## src/rtl/truth_table_sweeper.sv

```systemverilog
// truth_table_sweeper
// Drives every input combination into a combinational primitive, waits a
// fixed settle time, samples the primitive's output and rebuilds its truth
// table. Each captured row is streamed over a valid/ready handshake and the
// whole table is exposed as a packed vector once the sweep completes.
// Every output comes straight from a flop; no input reaches an output
// combinationally.

module truth_table_sweeper #(
  parameter int N_IN          = 2,
  parameter int SETTLE_CYCLES = 2
) (
  input  logic                   clk,
  input  logic                   rst_n,
  input  logic                   start,
  output logic                   busy,
  output logic                   done,
  output logic [N_IN-1:0]        dut_in,
  input  logic                   dut_out,
  output logic                   row_valid,
  input  logic                   row_ready,
  output logic [N_IN:0]          row_data,
  output logic [(1<<N_IN)-1:0]   table_bits
);

  // Table depth: one bit per input combination.
  localparam int ROWS = 1 << N_IN;

  // The settle counter only has to reach SETTLE_CYCLES-1, so a single bit
  // is enough when SETTLE_CYCLES is 1 or 2.
  localparam int CNT_W = (SETTLE_CYCLES < 2) ? 1 : $clog2(SETTLE_CYCLES);

  localparam logic [CNT_W-1:0] CNT_ZERO    = CNT_W'(32'd0);
  localparam logic [CNT_W-1:0] CNT_ONE     = CNT_W'(32'd1);
  localparam logic [CNT_W-1:0] SETTLE_LAST = CNT_W'(SETTLE_CYCLES - 1);

  // idx is N_IN bits wide; the terminal compare against the all-ones value
  // happens before any increment, so the index never wraps.
  localparam logic [N_IN-1:0]  IDX_ZERO = N_IN'(32'd0);
  localparam logic [N_IN-1:0]  IDX_ONE  = N_IN'(32'd1);
  localparam logic [N_IN-1:0]  IDX_LAST = N_IN'(ROWS - 1);

  localparam logic [ROWS-1:0]  TABLE_ZERO = ROWS'(32'd0);
  localparam logic [N_IN:0]    ROW_ZERO   = (N_IN + 1)'(32'd0);

  // FSM encoding.
  localparam logic [1:0] ST_IDLE  = 2'd0;
  localparam logic [1:0] ST_DRIVE = 2'd1;
  localparam logic [1:0] ST_EMIT  = 2'd2;
  localparam logic [1:0] ST_DONE  = 2'd3;

  logic [1:0]       state_q,     state_d;
  logic [N_IN-1:0]  idx_q,       idx_d;
  logic [CNT_W-1:0] cnt_q,       cnt_d;
  logic             busy_q,      busy_d;
  logic             done_q,      done_d;
  logic             row_valid_q, row_valid_d;
  logic [N_IN:0]    row_data_q,  row_data_d;
  logic [ROWS-1:0]  table_q,     table_d;

  // The applied vector is the row index itself; both live in idx_q so the
  // vector can never drift from the row being captured or emitted.
  assign dut_in     = idx_q;
  assign busy       = busy_q;
  assign done       = done_q;
  assign row_valid  = row_valid_q;
  assign row_data   = row_data_q;
  assign table_bits = table_q;

  // Next-state logic for the sweep FSM and all of its registered outputs.
  always_comb begin
    state_d     = state_q;
    idx_d       = idx_q;
    cnt_d       = cnt_q;
    busy_d      = busy_q;
    done_d      = 1'b0;
    row_valid_d = row_valid_q;
    row_data_d  = row_data_q;
    table_d     = table_q;

    case (state_q)
      ST_IDLE: begin
        if (start) begin
          // A new sweep discards the previous table and starts at vector 0.
          state_d = ST_DRIVE;
          idx_d   = IDX_ZERO;
          cnt_d   = CNT_ZERO;
          table_d = TABLE_ZERO;
          busy_d  = 1'b1;
        end else begin
          state_d = ST_IDLE;
        end
      end

      ST_DRIVE: begin
        if (cnt_q == SETTLE_LAST) begin
          // End of settle: this is the only edge at which dut_out is
          // observed, so later glitches cannot corrupt the captured row.
          table_d[idx_q] = dut_out;
          row_data_d     = {idx_q, dut_out};
          row_valid_d    = 1'b1;
          cnt_d          = CNT_ZERO;
          state_d        = ST_EMIT;
        end else begin
          cnt_d   = cnt_q + CNT_ONE;
          state_d = ST_DRIVE;
        end
      end

      ST_EMIT: begin
        if (row_ready) begin
          row_valid_d = 1'b0;
          if (idx_q == IDX_LAST) begin
            // Last row consumed: busy drops as done rises.
            state_d = ST_DONE;
            busy_d  = 1'b0;
            done_d  = 1'b1;
          end else begin
            idx_d   = idx_q + IDX_ONE;
            cnt_d   = CNT_ZERO;
            state_d = ST_DRIVE;
          end
        end else begin
          // Backpressure: hold the row and the applied vector unchanged.
          state_d = ST_EMIT;
        end
      end

      ST_DONE: begin
        // One-cycle completion pulse; start is deliberately not sampled here
        // so a held start relaunches only from IDLE.
        state_d = ST_IDLE;
      end

      default: begin
        state_d     = ST_IDLE;
        idx_d       = IDX_ZERO;
        cnt_d       = CNT_ZERO;
        busy_d      = 1'b0;
        row_valid_d = 1'b0;
        row_data_d  = ROW_ZERO;
        table_d     = TABLE_ZERO;
      end
    endcase
  end

  // State and output registers; reset abandons any partial sweep.
  always_ff @(posedge clk or negedge rst_n) begin
    if (!rst_n) begin
      state_q     <= ST_IDLE;
      idx_q       <= IDX_ZERO;
      cnt_q       <= CNT_ZERO;
      busy_q      <= 1'b0;
      done_q      <= 1'b0;
      row_valid_q <= 1'b0;
      row_data_q  <= ROW_ZERO;
      table_q     <= TABLE_ZERO;
    end else begin
      state_q     <= state_d;
      idx_q       <= idx_d;
      cnt_q       <= cnt_d;
      busy_q      <= busy_d;
      done_q      <= done_d;
      row_valid_q <= row_valid_d;
      row_data_q  <= row_data_d;
      table_q     <= table_d;
    end
  end

endmodule

```

## config.mk

```make
export PLATFORM = sky130hd
export DESIGN_NAME = truth_table_sweeper
export DESIGN_NICKNAME = d
export VERILOG_FILES = /design/src/rtl/truth_table_sweeper.sv
export SDC_FILE = /design/constraint.sdc
export NUM_CORES = 1
export LEC_CHECK = 0
export ABC_CLOCK_PERIOD_IN_PS = 1600
export CAP_MARGIN = 5
export CORE_MARGIN = 3
export CORE_UTILIZATION = 48
export DETAILED_ROUTE_END_ITERATION = 8
export GPL_TIMING_DRIVEN = 1
export PLACE_DENSITY = 0.77
export SKIP_LAST_GASP = 1
export SLEW_MARGIN = 20
export SYNTH_ARGS = -nofsm -noshare
export SYNTH_HDL_FRONTEND = slang
export SYNTH_SLANG_ARGS = --single-unit
```

## constraint.sdc

```tcl
create_clock -name clk -period 1.6 [get_ports clk]
set_input_delay 0.32 -clock clk [delete_from_list [all_inputs] [get_ports clk]]
set_output_delay 0.32 -clock clk [all_outputs]
set_load 0.005 [all_outputs]
```

==> metrics.txt <==
# TYPE chip_impl_metric gauge
chip_impl_metric{name="internal_power",unit="W"} 0.00106
chip_impl_metric{name="post_synth_and_or_nand_nor_area_fraction",unit="%"} 8.84
chip_impl_info{name="crit-reg2reg-launch",value="dut_in[0]"} 1
chip_impl_info{name="worstSetupStartpoint",value="dut_in[1]"} 1
chip_impl_metric{name="grt_util_all_layers",unit="%"} 18.8
chip_impl_metric{name="timing.slew.headroom",unit="%"} 73.0
chip_impl_metric{name="ff2ff_setup_slack",unit="ns"} 0.13
chip_impl_info{name="ys_top_cells_by_count",value="dfrtp_1, inv_1"} 1
chip_impl_metric{name="hold_buffers",unit=""} 0
chip_impl_metric{name="avgViaCountPerCell",unit=""} 5.62
chip_impl_info{name="rr_endpoint",value="table_bits[2]"} 1
chip_impl_metric{name="place.gp.congestion",unit=""} 0.814
chip_impl_metric{name="preCtsSetupSlack",unit="ns"} -0.0286
chip_impl_metric{name="detailedRoute.firstPassIterationCount",unit=""} 4
chip_impl_metric{name="synth_mux_area_share",unit="%"} 9.65
chip_impl_metric{name="detail_route.drc_violations",unit=""} 0
chip_impl_metric{name="seq_pwr_share",unit="%"} 36.3
chip_impl_metric{name="grt_max_degree",unit=""} 16
chip_impl_info{name="slowest_stage",value="clkdlybuf4s50_1"} 1
chip_impl_info{name="timing.critical_path.cells",value="clkdlybuf4s50_1"} 1
chip_impl_metric{name="cts_htree_levels",unit=""} 1
chip_impl_metric{name="worst-endpoint-arrival",unit="ns"} 1.24
chip_impl_metric{name="die_y",unit="um"} 46.3
chip_impl_metric{name="clock_path_buffers",unit=""} 2
chip_impl_metric{name="antenna_found_initial",unit=""} 0
chip_impl_metric{name="netlist.area_leader.share",unit="%"} 48.2
chip_impl_metric{name="ir_drop",unit="mV"} 0.932
chip_impl_metric{name="clock_skew",unit="ns"} 0.00163
chip_impl_info{name="synth-main-ff-cell",value="dfrtp_1"} 1
chip_impl_metric{name="setup_ws",unit="ns"} 0.0371
chip_impl_metric{name="critical_path.max_fanout",unit=""} 6
chip_impl_metric{name="place_hpwl",unit="um"} 1160
chip_impl_metric{name="clk_latency",unit="ns"} 0.29
chip_impl_info{name="synthDominantAreaCellType",value="dfrtp_1"} 1
chip_impl_metric{name="post_drt_wl_per_cell",unit="um"} 15.4
chip_impl_metric{name="cp_data_required_time",unit="ns"} 1.28
chip_impl_metric{name="async_flop_share",unit="%"} 100
chip_impl_metric{name="synth_compound_area_share",unit="%"} 19.6
chip_impl_info{name="outcome",value="complete, no violations"} 1
chip_impl_info{name="worst_setup_path_endpoint",value="dut_in[1]"} 1
chip_impl_metric{name="p_sw_share",unit="%"} 37.1
chip_impl_metric{name="fin_nets",unit=""} 104
chip_impl_info{name="cts_root_buffer",value="clkbuf_4"} 1
chip_impl_info{name="min-delay-path-class",value="in -> async"} 1
chip_impl_info{name="nature_of_the_critical_path_startpoint",value="flop"} 1
chip_impl_metric{name="coreArea",unit="um2"} 1420
chip_impl_metric{name="netSwitchingPower",unit="W"} 0.000625
chip_impl_metric{name="number_of_enable_flip_flop_cells_after_synthesis",unit=""} 0
chip_impl_metric{name="grt_remaining_overflow",unit=""} 0
chip_impl_metric{name="fmax",unit="MHz"} 640
chip_impl_metric{name="synth_cell_types",unit=""} 24
chip_impl_metric{name="finalSetupViolations",unit=""} 0
chip_impl_metric{name="final_layout_size_suffix_gt1_share",unit="%"} 18.1
chip_impl_metric{name="synth_fp_nets",unit=""} 80
chip_impl_metric{name="syn_inst",unit=""} 71
chip_impl_metric{name="min_period_over_period",unit="%"} 97.7
chip_impl_info{name="clock_tree_from_tritoncts",value="built"} 1
chip_impl_metric{name="synth-seq-area-share",unit="%"} 48.2
chip_impl_metric{name="synthAdderAreaFrac",unit="%"} 6.43
chip_impl_metric{name="cell_count_after_placement",unit=""} 103
chip_impl_info{name="yosys.cell_count.top_type",value="dfrtp_1"} 1
chip_impl_metric{name="ys.warnings.count",unit=""} 0
chip_impl_metric{name="maxCapViolations",unit=""} 0
chip_impl_metric{name="io-pin-count",unit=""} 17
chip_impl_metric{name="grt_first_pass_wirelength",unit="um"} 2780
chip_impl_metric{name="cts-buffers-inserted",unit=""} 3
chip_impl_metric{name="postLayoutCoreUtil",unit="%"} 72.1
chip_impl_info{name="synthTopCellsByArea",value="dfrtp_1, ha_1, mux2_4"} 1
chip_impl_metric{name="cp_num_cells",unit=""} 1
chip_impl_metric{name="antennaDiodeCount",unit=""} 0
chip_impl_info{name="path_delay_family",value="buffers and inverters"} 1
chip_impl_metric{name="initial_utilization",unit="%"} 55.0
chip_impl_metric{name="violation_count_after_the_first_detailed_routing_iteration",unit=""} 18
chip_impl_metric{name="total_power",unit="W"} 0.00168
chip_impl_metric{name="routed_wl",unit="um"} 1680
chip_impl_metric{name="final_hold_viol_count",unit=""} 0
chip_impl_metric{name="max_slew.worst_pin.slew",unit="ns"} 0.399
chip_impl_metric{name="finalWorstPathRequiredPeriod",unit="ns"} 1.56
chip_impl_metric{name="layoutNonFillerInstCount",unit=""} 109
chip_impl_metric{name="timing_max_transition_violations_final",unit=""} 0
chip_impl_info{name="rsz0062_at_grt",value="false"} 1
chip_impl_metric{name="worstRegToRegCells",unit=""} 6
chip_impl_metric{name="synth-seq-cells",unit=""} 15
chip_impl_info{name="crit_type",value="reg -> out"} 1
chip_impl_metric{name="fp.dieArea",unit="um2"} 2140
chip_impl_metric{name="ant_nets",unit=""} 0
chip_impl_metric{name="std_cell_rows",unit=""} 13
chip_impl_metric{name="crit_buf_inv",unit=""} 1
chip_impl_metric{name="area_delta_synth_final",unit="%"} 31.0
chip_impl_metric{name="setup_tns",unit="ns"} 0
chip_impl_info{name="synth_top_family_by_area",value="compound AO/OA/AOI/OAI gates"} 1
chip_impl_metric{name="cp_slowest_stage_delay",unit="ns"} 0.52
chip_impl_metric{name="power.static_leakage",unit="nW"} 0.489
chip_impl_metric{name="clock_sink_count",unit=""} 15
chip_impl_metric{name="portBuffers",unit=""} 16
chip_impl_metric{name="first_global_vias",unit=""} 599
chip_impl_metric{name="synth_area",unit="um2"} 778
chip_impl_metric{name="filler_cell_count",unit=""} 116
chip_impl_metric{name="die_width",unit="um"} 46.3
chip_impl_metric{name="post_synth_xor_area_fraction",unit="%"} 0
chip_impl_metric{name="syn-mean-instance-area",unit="um2"} 11.0
chip_impl_info{name="cp-end-kind",value="output pin"} 1
chip_impl_metric{name="clock_power_share",unit="%"} 13.5
chip_impl_metric{name="clkTransAtPathRegs",unit="ns"} 0.09
chip_impl_metric{name="power_density_over_the_cells",unit="nW/um2"} 1650
chip_impl_metric{name="part_of_the_total_power_dissipated_in_combinational_logic",unit="%"} 50.2
chip_impl_metric{name="num_vias",unit=""} 613
[worst min path at each step]
stage,end,slack [ns]
after global routing,row_data[0],0.35
after detailed placement,table_bits[1],0.49
final,row_data[2],0.33
after floorplan,busy,0.02
after CTS,row_data[2],0.34
after global placement,table_bits[0],0.48
[cell families (layout without fill, tap and decap cells)]
| logic type | Yosys count | after routing |
|---|---|---|
| flops | 15 | 15 |
| fa+ha+maj | 4 | 4 |
| mux | 6 | 6 |
| simple gates | 13 | 13 |
| buf+inv | 13 | 36 |
| compound gates | 20 | 20 |
[flip-flops by register name (all words and copies together) (netlist names)]
register    count
state_q         2
row_data        3
done            1
busy            1
table_bits      4
dut_in          2
row_valid       1
cnt_q           1
[placed cells by master (no fill, tap or decap), types with 2 or more instances in the layout]
cell              n
a211o_1           4
a21oi_1           2
a32o_1            4
and3_1            2
buf_4             7
clkbuf_4          3
clkdlybuf4s50_1  15
dfrtp_1          13
dfrtp_2           2
ha_1              4
inv_1             8
mux2_4            3
mux2i_1           3
nor2_1            4
nor2b_1           3
o21ai_0           4
o311ai_0          2
[power by group through the flow]
stage	Combinational [W]	Clock (W)	Sequential (W)
detailed placement	0.000800	0	0.000619
global placement	0.000778	0	0.000611
floorplan	0.000500	0	0.000605
CTS	0.000811	0.000228	0.000616
finish	0.000845	0.000227	0.000611
global route	0.000928	0.000243	0.000632
[final cells by class]
type,count,area (um2),share of cell area (%)
Sequential cell,15,378,37.1
Multi-Input combinational cell,43,347,34.0
Timing Repair Buffer,23,215,21.1
Inverter,9,33.8,3.31
Clock buffer,3,22.5,2.21
Tap cell,15,18.8,1.84
Clock inverter,1,5.00,0.491
[what timing repair did]
item                                    in CTS  in global routing
buffers inserted                             0                  2
resized for setup                            2                  1
pin swaps                                    0                  0
endpoints found under the setup margin       2                  1
[worst register-to-register path, cell delays in order, from the launching register on]
cell and delay [ns]:
dfrtp_2 0.46, buf_4 0.14, inv_1 0.06, ha_1 0.17, inv_1 0.05, a211o_1 0.28, a32o_1 0.20
[per-stage QoR]
step / hold slack (ns) / instance area, um2
2_1_floorplan: 0.0244 / 778
3_3_place_gp: 0.479 / 972
3_5_place_dp: 0.488 / 972
4_1_cts: 0.338 / 1000
5_1_grt: 0.350 / 1020
6_report: 0.329 / 1020
[routing by layer]
layer	vias up	GRT usage [%]	routed length, um
met2	19	29.4	745
li1	296	-	-
met1	293	24.6	818
met4	0	8.52	33
met3	5	3.91	81
met5	-	0	0
Power figures use the tool's default switching activity.
